### src/rtl/spi_ram_burst.sv
// Command-driven word RAM with separate write/read pointers and a one-cycle read path.
// Optional macro SPI_RAM_AUTO_INC_EN: post-increment pointers (wrapping at MEM_DEPTH-1) on data commands.
module spi_ram_burst #(
  parameter int MEM_WIDTH = 8,
  parameter int ADDR_SIZE = 8,
  parameter int MEM_DEPTH = 256,
  localparam int PAY_W = (MEM_WIDTH > ADDR_SIZE) ? MEM_WIDTH : ADDR_SIZE
) (
  input  logic                 clk,
  input  logic                 rst,
  input  logic                 rx_valid,
  input  logic [PAY_W+1:0]     din,
  output logic [MEM_WIDTH-1:0] dout,
  output logic                 tx_valid,
  output logic [ADDR_SIZE-1:0] wr_addr_o,
  output logic [ADDR_SIZE-1:0] rd_addr_o,
  output logic                 seq_err,
  output logic                 addr_err
);

  typedef enum logic [1:0] {
    OP_WR_ADDR = 2'b00,
    OP_WR_DATA = 2'b01,
    OP_RD_ADDR = 2'b10,
    OP_RD_DATA = 2'b11
  } opcode_e;

  typedef enum logic {
    IDLE     = 1'b0,
    RD_ARMED = 1'b1
  } state_e;

  localparam logic [PAY_W:0] DEPTH_LIMIT = (PAY_W+1)'(MEM_DEPTH);

  logic [MEM_WIDTH-1:0] mem [MEM_DEPTH];

  state_e               state_q, state_d;
  logic [ADDR_SIZE-1:0] wrPtr_q, wrPtr_d;
  logic [ADDR_SIZE-1:0] rdPtr_q, rdPtr_d;
  logic [MEM_WIDTH-1:0] dout_q, dout_d;
  logic                 txValid_q, txValid_d;
  logic                 seqErr_q, seqErr_d;
  logic                 addrErr_q, addrErr_d;
  logic                 memWe;

  opcode_e              opcode;
  logic [PAY_W-1:0]     payload;
  logic                 addrOutOfRange;

  assign opcode         = opcode_e'(din[PAY_W+1:PAY_W]);
  assign payload        = din[PAY_W-1:0];
  assign addrOutOfRange = ({1'b0, payload} >= DEPTH_LIMIT);

`ifdef SPI_RAM_AUTO_INC_EN
  localparam logic [ADDR_SIZE-1:0] LAST_ADDR = ADDR_SIZE'(MEM_DEPTH - 1);
  logic [ADDR_SIZE-1:0] wrPtrInc, rdPtrInc;
  assign wrPtrInc = (wrPtr_q == LAST_ADDR) ? '0 : wrPtr_q + 1'b1;
  assign rdPtrInc = (rdPtr_q == LAST_ADDR) ? '0 : rdPtr_q + 1'b1;
`endif

  // Decode one command per valid cycle; reset suppresses the memory write too.
  always_comb begin
    state_d   = state_q;
    wrPtr_d   = wrPtr_q;
    rdPtr_d   = rdPtr_q;
    dout_d    = dout_q;
    txValid_d = 1'b0;
    seqErr_d  = 1'b0;
    addrErr_d = 1'b0;
    memWe     = 1'b0;
    if (rx_valid && !rst) begin
      case (opcode)
        OP_WR_ADDR: begin
          if (addrOutOfRange) addrErr_d = 1'b1;
          else                wrPtr_d   = din[ADDR_SIZE-1:0];
        end
        OP_WR_DATA: begin
          memWe = 1'b1;
`ifdef SPI_RAM_AUTO_INC_EN
          wrPtr_d = wrPtrInc;
`else
          wrPtr_d = wrPtr_q;
`endif
        end
        OP_RD_ADDR: begin
          if (addrOutOfRange) begin
            addrErr_d = 1'b1;
          end else begin
            rdPtr_d = din[ADDR_SIZE-1:0];
            state_d = RD_ARMED;
          end
        end
        OP_RD_DATA: begin
          if (state_q == RD_ARMED) begin
            dout_d    = mem[rdPtr_q];
            txValid_d = 1'b1;
`ifdef SPI_RAM_AUTO_INC_EN
            rdPtr_d = rdPtrInc;
`else
            rdPtr_d = rdPtr_q;
`endif
          end else begin
            seqErr_d = 1'b1;
          end
        end
        default: ;
      endcase
    end
  end

  always_ff @(posedge clk) begin
    if (rst) begin
      state_q   <= IDLE;
      wrPtr_q   <= '0;
      rdPtr_q   <= '0;
      dout_q    <= '0;
      txValid_q <= 1'b0;
      seqErr_q  <= 1'b0;
      addrErr_q <= 1'b0;
    end else begin
      state_q   <= state_d;
      wrPtr_q   <= wrPtr_d;
      rdPtr_q   <= rdPtr_d;
      dout_q    <= dout_d;
      txValid_q <= txValid_d;
      seqErr_q  <= seqErr_d;
      addrErr_q <= addrErr_d;
    end
  end

  // Storage is deliberately left out of reset so contents survive it.
  always_ff @(posedge clk) begin
    if (memWe) mem[wrPtr_q] <= din[MEM_WIDTH-1:0];
  end

  assign dout      = dout_q;
  assign tx_valid  = txValid_q;
  assign wr_addr_o = wrPtr_q;
  assign rd_addr_o = rdPtr_q;
  assign seq_err   = seqErr_q;
  assign addr_err  = addrErr_q;

endmodule

### config.mk
export PLATFORM = sky130hd
export DESIGN_NAME = spi_ram_burst
export DESIGN_NICKNAME = d
export VERILOG_FILES = /design/src/rtl/spi_ram_burst.sv
export SDC_FILE = /design/constraint.sdc
export NUM_CORES = 2
export LEC_CHECK = 0
export CAP_MARGIN = 20
export CORE_AREA = 4 4 431 433
export DETAILED_ROUTE_END_ITERATION = 10
export DIE_AREA = 0 0 435 437
export PLACE_DENSITY = 0.64
export SLEW_MARGIN = 10
export SYNTH_ARGS = -nofsm -noshare
export SYNTH_HDL_FRONTEND = slang
export SYNTH_SLANG_ARGS = --single-unit
### constraint.sdc
create_clock -name clk -period 3.83 [get_ports clk]
set_input_delay 0.766 -clock clk [delete_from_list [all_inputs] [get_ports clk]]
set_output_delay 0.766 -clock clk [all_outputs]
set_load 0.005 [all_outputs]
==> reports/results.tsv <==
metric	value	unit
DP Area	87190	um^2
Post-Syn Instances	4126	
gr ovfl total	0	
CP Max Fanout	20	
Hold Path Class	input port to register	
number of global-route vias before repair	42740	
PD cells	484.3	nW/um^2
fin area	93570	um^2
Fin. Hold Viols	0	
delay of the slowest cell on the worst path	0.67	ns
async set or reset register ratio after synthesis	0	%
TNS Setup	0	ns
starting DRC count in detailed routing	5423	
clk root buf	clkbuf_16	
share of cells above drive strength 1	23.41	%
Fill cells	14260	
post-synthesis compound-gate area fraction	4.158	%
hold_buf cts	0	
RSZ-0062 raised after global routing	no	
primary flip-flop cell chosen by synthesis mapping	edfxtp_1	
Slew Limit Fails	0	
DRC violations left	0	
area share of xor/xnor cells in the synthesized design	0	%
FP Rows	157	
HPWL after detailed placement	141.0	mm
Avg WL per Cell	30.71	um
antenna violations before repair	7	
commonest non-fill, non-tap cell in the layout	edfxtp_1	
antenna-violating nets left	0	
Nets	4622	
CTS resizes	0	
final setup vio count	0	
starting density of the core	44.75	%
largest net degree at the start of global routing	139	
Levels on crit path	9	
CTS H-tree depth	4	
CP bufs+invs	2	
final period utilization	96.80	%
Pre-antenna DRT Iters	6	
max_slew headroom	27.12	%
Slowest-stage cell, CP	dfxtp_4	
DR vias	43440	
largest family of logic cells by synthesized area	multiplexers	
register area share after synthesis	76.13	%
Via density	6.061	
Core Area	182100	um^2
adder-cell area share of the yosys netlist	0	%
global-route wire length before repair	316.8	mm
Final Total Pwr	0.04531	W
Clock transition at path regs	0.06	ns
Setup crit start kind	register	
YS warnings	0	
area delta synth->final	14.82	%
die area	190100	um^2
Post-synth EDFFs	2048	
data required time at the worst endpoint	4.55	ns
cells on worst reg2reg path	9	
# clock sinks	2075	
critical-path cell list	buf_12 -> buf_4 -> mux2_2 -> a221oi_1 -> o22ai_2 -> o22ai_1 -> nor3_1 -> and3_1 -> a211o_1	
CTS tree	done	
most frequent cells in the layout	edfxtp_1 (2048), buf_4 (458), mux2i_1 (392), mux4_2 (284), nor2_1 (282)	
synthesized cell area	81490	um^2
Die Wd	435	um
max frequency	269.7	MHz
outcome	complete, no violations	
Hold Path Stages	1	
final hold slack	0.2246	ns
Skew-Pair Late Insertion Delay	0.84	ns
critical path's top delay family	compound AO/OA/AOI/OAI gates	
Distinct cells, synth	74	
fin crit period	3.707	ns
num ports	40	
CP Capture Type	register	
Pleak	28.81	nW
simple logic cell fraction of the synthesized area	3.120	%
critical path class	register to register	
All-Layer GR Usage	22.96	%
GP Congestion	0.8911	
Post-CTS Setup Bufs	0	
Least-Margin Pin Slew	1.093	ns
# Max-Cap Violations	0	
synthesized area per cell	19.75	um^2
Clock Skew	0.05540	ns
multiplexer share of the synthesized area	14.06	%
#FFs+latches synth	2075	
Die Y-Extent	437	um
Syn Nets	4139	
CTS Buf Count	201	
port bufs	38	
Clock Path Buffers	3	
Worst EP arrival	4.42	ns
Max VDD drop	0.0003835	V
final WL	220.0	mm
-- stage by stage --
step / instances / util, % / worst slack [ns]
6_report: 7166 / 51.38 / 0.1226
5_1_grt: 7164 / 51.38 / 0.02671
4_1_cts: 7164 / 51.38 / 0.07213
3_5_place_dp: 6791 / 47.88 / 0.1108
3_3_place_gp: 6791 / 47.88 / 0.1086
2_1_floorplan: 4126 / - / 0.8291
-- state kept, by name (all words and copies together) (netlist names) --
name	flops
dout	8
state_q	1
seq_err	1
tx_valid	1
wr_addr_o	8
mem	2048
rd_addr_o	8
-- synth_stat cells (all sizes together), types with 44 or more instances --
library cell	number	area (um^2)
mux4	324	7447
nand2	149	559.3
mux2i	392	3924
o221ai	47	424.2
buf	159	1518
o22ai	124	782.0
clkbuf	98	506.7
nor2	286	1076
edfxtp	2048	61500
a22oi	54	415.4
nand3	44	220.2
a21oi	71	355.3
-- layer usage --
layer / GRT usage (%) / wire, um / vias up
met5: 0 / 13 / -
met4: 8.032 / 8368 / 2
met3: 5.122 / 21040 / 391
met2: 36.05 / 103500 / 2262
met1: 31.89 / 87100 / 22800
li1: - / - / 17990
-- cells by family after synthesis --
kind of cell	count (synthesis)
flops	2075
compound gates	478
mux	724
buf+inv	264
other cells	1
simple gates	584
-- layout make-up --
type,instances,area (um^2),share of cell area [%]
Antenna cell,2,5.005,0.005349
Clock buffer,237,5207,5.565
Multi-Input combinational cell,1787,17450,18.65
Sequential cell,2075,62050,66.32
Timing Repair Buffer,538,4690,5.012
Tap cell,2385,2984,3.189
Inverter,6,25.02,0.02674
Clock inverter,136,1155,1.234
-- report_power, final --
part / switching (W) / internal (W) / leakage (nW)
Combinational: 0.000831 / 0.000332 / 7.06
Clock: 0.00846 / 0.0107 / 3.13
Sequential: 0.0000194 / 0.0249 / 18.6
Total: 0.00931 / 0.0360 / 28.8
-- path summary, 6_finish.rpt --
path	startpoint	to	slack, ns
max reg2reg	rd_addr_o[0]	dout[1]	0.12
max	rd_addr_o[0]	dout[1]	0.12
min	din[1]	mem[163][1]	0.22
min reg2reg	state_q	seq_err	0.45
(Power assumes the default switching activity.)
